`config.mk`:
```
export PLATFORM = sky130hd
export DESIGN_NAME = updown_dir_decoder
export DESIGN_NICKNAME = d
export VERILOG_FILES = /design/src/rtl/updown_dir_decoder.sv
export SDC_FILE = /design/constraint.sdc
export NUM_CORES = 1
export LEC_CHECK = 0
export CORE_ASPECT_RATIO = 1.1
export CORE_MARGIN = 5
export CORE_UTILIZATION = 45
export DETAILED_ROUTE_END_ITERATION = 10
export PLACE_DENSITY = 0.71
export SYNTH_ARGS = -nofsm -noshare
export SYNTH_HDL_FRONTEND = slang
export SYNTH_SLANG_ARGS = --single-unit
export TNS_END_PERCENT = 5
```
`constraint.sdc`:
```
create_clock -name clk -period 2.7 [get_ports clk]
set_input_delay 0.405 -clock clk [delete_from_list [all_inputs] [get_ports clk]]
set_output_delay 0.405 -clock clk [all_outputs]
set_load 0.005 [all_outputs]
```
`src/rtl/updown_dir_decoder.sv`:
```
// Up/down counter direction decoder: classifies each counter sample as up, down, hold or illegal jump.
// Optional UPDOWN_DIR_ZERO_RESYNC_EN: a jump to 0 is a counter reset (resync pulse), not an error.
// Ports: clk, rst (sync, active-high), cnt_in/cnt_valid in; dir_valid, dir, hold, err,
//        err_sticky, run_len, primed (+ resync when enabled) out, all registered.
module updown_dir_decoder #(
  parameter int WIDTH = 4,
  parameter int RUN_W = 8
) (
  input  logic             clk,
  input  logic             rst,
  input  logic [WIDTH-1:0] cnt_in,
  input  logic             cnt_valid,
  output logic             dir_valid,
  output logic             dir,
  output logic             hold,
  output logic             err,
  output logic             err_sticky,
  output logic [RUN_W-1:0] run_len,
`ifdef UPDOWN_DIR_ZERO_RESYNC_EN
  output logic             resync,
`endif
  output logic             primed
);

  typedef enum logic {
    S_UNPRIMED = 1'b0,
    S_TRACK    = 1'b1
  } state_t;

  state_t           r_state, w_state_n;
  logic [WIDTH-1:0] r_prev, w_prev_n;
  logic             r_ld_vld, w_ld_vld_n;
  logic             r_ld, w_ld_n;
  logic             r_dv, w_dv_n;
  logic             r_dir, w_dir_n;
  logic             r_hold, w_hold_n;
  logic             r_err, w_err_n;
  logic             r_stk, w_stk_n;
  logic             r_rsy, w_rsy_n;
  logic [RUN_W-1:0] r_run, w_run_n;

  logic [WIDTH-1:0] w_delta;
  logic             w_up, w_dn, w_zero;
  logic             w_step, w_sdir;

  assign w_delta = cnt_in - r_prev;
  // For WIDTH=1 a delta of 1 is both +1 and -1; up wins.
  assign w_up    = (w_delta == WIDTH'(1));
  assign w_dn    = (w_delta == '1) && !w_up;
  assign w_zero  = (w_delta == '0);
  assign w_step  = w_up || w_dn;
  assign w_sdir  = w_up;

  always_ff @(posedge clk) begin
    if (rst) begin
      r_state  <= S_UNPRIMED;
      r_prev   <= '0;
      r_ld_vld <= 1'b0;
      r_ld     <= 1'b0;
      r_dv     <= 1'b0;
      r_dir    <= 1'b0;
      r_hold   <= 1'b0;
      r_err    <= 1'b0;
      r_stk    <= 1'b0;
      r_rsy    <= 1'b0;
      r_run    <= '0;
    end else begin
      r_state  <= w_state_n;
      r_prev   <= w_prev_n;
      r_ld_vld <= w_ld_vld_n;
      r_ld     <= w_ld_n;
      r_dv     <= w_dv_n;
      r_dir    <= w_dir_n;
      r_hold   <= w_hold_n;
      r_err    <= w_err_n;
      r_stk    <= w_stk_n;
      r_rsy    <= w_rsy_n;
      r_run    <= w_run_n;
    end
  end

  always_comb begin
    w_state_n  = r_state;
    w_prev_n   = r_prev;
    w_ld_vld_n = r_ld_vld;
    w_ld_n     = r_ld;
    w_dv_n     = 1'b0;
    w_dir_n    = r_dir;
    w_hold_n   = 1'b0;
    w_err_n    = 1'b0;
    w_stk_n    = r_stk;
    w_rsy_n    = 1'b0;
    w_run_n    = r_run;
    unique case (r_state)
      S_UNPRIMED: begin
        if (cnt_valid) begin
          w_prev_n  = cnt_in;
          w_state_n = S_TRACK;
        end
      end
      S_TRACK: begin
        if (cnt_valid) begin
          w_prev_n = cnt_in;
          w_dv_n   = 1'b1;
          unique case (1'b1)
            w_step: begin
              w_dir_n = w_sdir;
              if (r_ld_vld && (r_ld == w_sdir)) begin
                if (r_run != '1) w_run_n = r_run + 1'b1;
              end else begin
                w_run_n    = RUN_W'(1);
                w_ld_vld_n = 1'b1;
                w_ld_n     = w_sdir;
              end
            end
            w_zero: begin
              w_hold_n = 1'b1;
            end
            default: begin
              w_run_n    = '0;
              w_ld_vld_n = 1'b0;
`ifdef UPDOWN_DIR_ZERO_RESYNC_EN
              if (cnt_in == '0) begin
                w_rsy_n = 1'b1;
              end else begin
                w_err_n = 1'b1;
                w_stk_n = 1'b1;
              end
`else
              w_err_n = 1'b1;
              w_stk_n = 1'b1;
`endif
            end
          endcase
        end
      end
      default: w_state_n = S_UNPRIMED;
    endcase
  end

  assign dir_valid  = r_dv;
  assign dir        = r_dir;
  assign hold       = r_hold;
  assign err        = r_err;
  assign err_sticky = r_stk;
  assign run_len    = r_run;
  assign primed     = (r_state == S_TRACK);
`ifdef UPDOWN_DIR_ZERO_RESYNC_EN
  assign resync     = r_rsy;
`else
  logic w_unused;
  assign w_unused = r_rsy;
`endif

endmodule

```
Word-level counts from Yosys, hierarchy flattened
Index checks and enable logic that the tools add are counted.
{"block": "word_totals", "register_bits": 20, "input_bits": 7, "word_cells": 46}
{"block": "classes", "add_sub_neg": 2, "eq_ne": 6, "mux": 10, "bitwise_logic": 5, "reduce_logical": 13}
{"operator": "8-bit 2-to-1 mux", "count": 2}
{"operator": "8-bit case mux with 2 select lines", "count": 1}
{"operator": "4-bit AND reduction", "count": 3}
{"operator": "8-bit by 1-bit adder with 8-bit output, second input constant", "count": 1}
{"operator": "8-bit inequality test, second input constant", "count": 1}
{"operator": "3-bit AND reduction", "count": 2}
{"operator": "1-bit 2-to-1 mux", "count": 5}
{"operator": "1-bit NOT", "count": 5}
{"operator": "4-bit by 1-bit equality test with 1-bit output, second input constant", "count": 1}
{"operator": "4-bit equality test, second input constant", "count": 1}
{"operator": "4-bit logical NOT", "count": 1}
{"operator": "4-bit 2-to-1 mux", "count": 1}
{"operator": "2-bit OR reduction", "count": 2}
{"operator": "4-bit subtractor", "count": 1}
{"operator": "3-bit by 2-bit inequality test with 1-bit output, second input constant", "count": 1}
{"operator": "3-bit OR reduction", "count": 1}
{"operator": "1-bit logical AND", "count": 2}
{"operator": "2-bit inequality test, second input constant", "count": 1}
{"operator": "1-bit case mux with 2 select lines", "count": 1}
{"operator": "1-bit equality test", "count": 1}
{"operator": "1-bit logical NOT", "count": 1}
{"operator": "1-bit logical OR", "count": 1}

Longest topological paths before layout
{"block": "logic_depth", "depth_word": 8, "depth_mapped": 11, "mapped_depth_nobuf": 9}

Least setup slack after synthesis
OpenSTA, ideal clock, no wires.
{"block": "synth_timing", "kind": "in2reg", "start": "input cnt_in[0]", "end": "register r_run[6], in the netlist run_len[6]", "setup_time_ps": 79, "t_arrival_ps": 2211, "required_ps": 2621, "path_slack_ps": 409, "stages": 11, "path_buffers": 2, "path_cell_list": "inv_1 ha_1 fa_1 xor2_1 and2_1 buf_2 nand4b_1 mux2i_1 buf_4 o31ai_1 a211oi_2"}
{"block": "synth_between", "elab_chain_cells": 7, "elab_cells_between_ends": 14, "cone_classes": "add/sub: 1; eq/ne: 4; mux: 2; bitwise: 1; reduce/logical: 6"}
{"item": "start: declaration", "line": "11", "rtl": "input logic [WIDTH-1:0] cnt_in,"}
{"item": "4-bit subtractor (*)", "line": "46", "rtl": "assign w_delta = cnt_in - r_prev;"}
{"item": "4-bit by 1-bit equality test with 1-bit output", "line": "48", "rtl": "assign w_up = (w_delta == WIDTH'(1));"}
{"item": "1-bit logical NOT", "line": "49", "rtl": "assign w_dn = (w_delta == '1) && !w_up;"}
{"item": "1-bit logical AND", "line": "49"}
{"item": "1-bit logical OR", "line": "51", "rtl": "assign w_step = w_up || w_dn;"}
{"item": "3-bit by 2-bit inequality test with 1-bit output (no line)"}
{"item": "4-bit AND reduction (no line)"}
{"item": "end signal: assignment", "line": "78", "rtl": "r_run <= w_run_n;"}
{"item": "end: declaration", "line": "40", "rtl": "logic [RUN_W-1:0] r_run, w_run_n;"}
Mark *: on every way between the ends. The rest lies on a longest branch, timed or not.
A chain may end at the register's enable or synchronous reset.

Final worst setup path
{"block": "layout_timing", "start": "input cnt_in[0]", "end": "register r_run[2], in the netlist run_len[2]"}
The elaborated chain is that of the path after synthesis.

==> results.yml <==
worst_setup_path:
  reg2reg_depth: 9
  crit_end: "run_len[2]$_SDFFE_PP0P_"
  cpPeakStageDelay_ns: 0.47
  rr_endpoint: "run_len[2]$_SDFFE_PP0P_"
  r2r-start: "r_prev[0]$_SDFFE_PP0P_"
  crit_path_top_delay_cell: "clkdlybuf4s50_1"
  crit_start: "cnt_in[0]"
  crit_path_end_kind: "flop"
  cp_data_required_time_ns: 2.92
  setup.worst_path.start_class: "primary input"
  path_class: "in -> reg"
  reg2reg_slack_ns: 0.49
  cp.arrival_ns: 2.74
  cp_cell_sequence: "clkdlybuf4s50_1 -> inv_1 -> ha_1 -> fa_1 -> xor2_1 -> and2_1 -> nand4b_1 -> mux2i_1 -> buf_4 -> o21ai_0 -> a211oi_1"
  critPathMaxFanout: 11
sta:
  layout_min_cycle_time_ns: 2.52
  fin_hold_ws_ns: 0.458
  hold_viol_final: 0
  max-slew-margin-rel_pct: 77.1
  rsz0062_at_grt: "no"
  tightestPinTransition_ns: 0.335
  final-setup-viol-count: 0
  fmax_mhz: 396
  final_max_slew_viol_count: 0
  min_period_over_period_pct: 93.4
  clock_skew_ns: 0.00195
floorplan:
  die_w_um: 56.6
  design.core.area_um2: 2270
  row_count: 18
  io_pins: 21
  die_h_um: 61.3
  start_util_pct: 47.3
  dieArea_um2: 3470
global_route:
  track_usage_pct: 14.3
  grt_max_degree: 21
  grt_pass1_vias: 907
  grt_first_pass_wirelength_um: 3920
  antenna_found_initial: 0
  grt_remaining_overflow: 0
power:
  p_total_mw: 0.585
  p_leak_nw: 0.503
  cellPowerDensity_nw_per_um2: 433
  peakVddDrop_v: 0.000372
logic_synthesis:
  yosysWarnings: 0
  ys_ff_latch: 20
  synth_top_area_share_pct: 37.2
  synth.most_common_cell: "dfxtp_1"
  syn_area_per_cell_um2: 8.89
  yosys-top-cells-area: "dfxtp_1, mux2i_1, a21oi_1"
  syn_nets: 133
  synth-async-reset-ratio_pct: 0
  synth.distinct_cells: 38
  yosysSeqAreaShare_pct: 37.2
  ys.flop_type: "dfxtp_1"
  synth.largest_area_cell: "dfxtp_1"
  syn_area_um2: 1080
  synth_edf_count: 0
  synth.cells.most_frequent: "dfxtp_1, a21oi_1, nor2_1"
  synth_cells: 121
clocking:
  cts_buffers: 3
  cts_hold_buf: 0
  cts_resized: 0
  cts_tree: "built"
  cts_num_sinks: 20
  cts_buffer_depth: 2
  h-tree-depth: 1
  postCtsSetupRepairBufs: 0
  clk_pin_slew_ns: 0.11
  cts_root_buf: "clkbuf_4"
  clk_latency_ns: 0.29
placed_design:
  dp_hpwl_um: 1640
  port_buffers: 20
  place.gp.congestion: 0.814
detailed_routing:
  route.detailed.drc: 0
  wl_per_cell_um: 12.7
  firstDrtPassIters: 2
  route.final.wire_length_um: 2210
  final_antenna_net_count: 0
  drtIter0Drc: 11
  vias_per_cell: 5.43
  vias: 944
layout:
  final_net_count: 158
  drive_above_1_share_pct: 10.4
  multi_input_area_um2: 621
  nFillCells: 215
  area_delta_synth_final_pct: 25.7
  regArea_um2: 400
  diodes: 0
  final_core_util_pct: 59.5
job:
  max-cap-violations: 0
min_path:
  hp-class: "reg -> reg"
run_status:
  status: "completed"
placed cells by master (no fill, tap or decap), types with 2 or more instances in the layout:
cell type         n
a21oi_1          10
a31oi_1           4
and2_1            4
and3_1            3
and4_1            2
buf_4             6
clkbuf_4          3
clkdlybuf4s50_1  20
dfxtp_1          20
ha_1              4
inv_1             7
mux2i_1           6
nand2_1           9
nand3_1           6
nand4_1           3
nor2_1           10
nor3_1            5
o32ai_1           2
or3_1             2
power breakdown:
group / switching, mW / internal [mW]
combinational: 0.0685 / 0.0656
sequential: 0.00592 / 0.304
clock: 0.0894 / 0.0519
total: 0.164 / 0.421
flip-flops by register name, indices dropped and copies added, names as in the netlist:
register and flops:
run_len 8, r_prev 4, hold 1, dir_valid 1
r_ld_vld 1, err_sticky 1, r_ld 1, primed 1
err 1, dir 1
stage by stage:
| stage | TNS [ns] | instance area [um2] | instances | setup WS, ns |
|---|---|---|---|---|
| 6_report | 0 | 1350 | 174 | 0.178 |
| 5_1_grt | 0 | 1350 | 174 | 0.00710 |
| 4_1_cts | 0 | 1350 | 174 | 0.179 |
| 3_5_place_dp | -1.04 | 1330 | 171 | -0.135 |
| 3_3_place_gp | -0.196 | 1330 | 171 | -0.0502 |
| 2_1_floorplan | 0 | 1080 | 121 | 0.409 |
critical path: cells and delay by family:
family                     cells  cell delay (ns)
xor gates and xnor gates       1             0.25
and+or+nand+nor                2             0.28
buffers and inverters          3             0.72
adders and majority gates      2             0.61
muxes                          1             0.15
AOI/OAI and AO/OA              2             0.33
routing by layer:
layer	vias up	part of all wire (%)	track usage [%]	wire [um]
met5	-	0	0	0
met3	2	4.1	2.94	91
met1	435	49	18.2	1080
met2	15	46	24.4	1020
li1	492	-	-	-
met4	0	0.77	5.08	17
area by class of cell:
cell class / instances / area share (%)
Tap cell: 30 / 2.78
Clock buffer: 3 / 1.67
Timing Repair Buffer: 26 / 18.1
Sequential cell: 20 / 29.6
Multi-Input combinational cell: 88 / 45.9
Inverter: 7 / 1.94
cell families (layout without fill, tap and decap cells):
logic type,Yosys count,count (layout),share of synthesized area (%)
AO/OA/AOI/OAI,27,27,18.1
multiplexers,6,6,5.58
flip-flops,20,20,37.2
XOR/XNOR,4,4,5.70
buffers and inverters,13,36,5.12
adder cells (fa/ha/maj),5,5,6.51
AND/OR/NAND/NOR,46,46,21.7
worst min path at each step:
stage | start | to | depth (start not counted)
floorplan | err_sticky$_SDFFE_PP0P_ | err_sticky$_SDFFE_PP0P_ | 2
global placement | err_sticky$_SDFFE_PP0P_ | err_sticky$_SDFFE_PP0P_ | 2
detailed placement | err_sticky$_SDFFE_PP0P_ | err_sticky$_SDFFE_PP0P_ | 2
CTS | err_sticky$_SDFFE_PP0P_ | err_sticky$_SDFFE_PP0P_ | 2
global route | err_sticky$_SDFFE_PP0P_ | err_sticky$_SDFFE_PP0P_ | 2
finish | err_sticky$_SDFFE_PP0P_ | err_sticky$_SDFFE_PP0P_ | 2
Note: power is estimated with default switching activity, not from simulation.
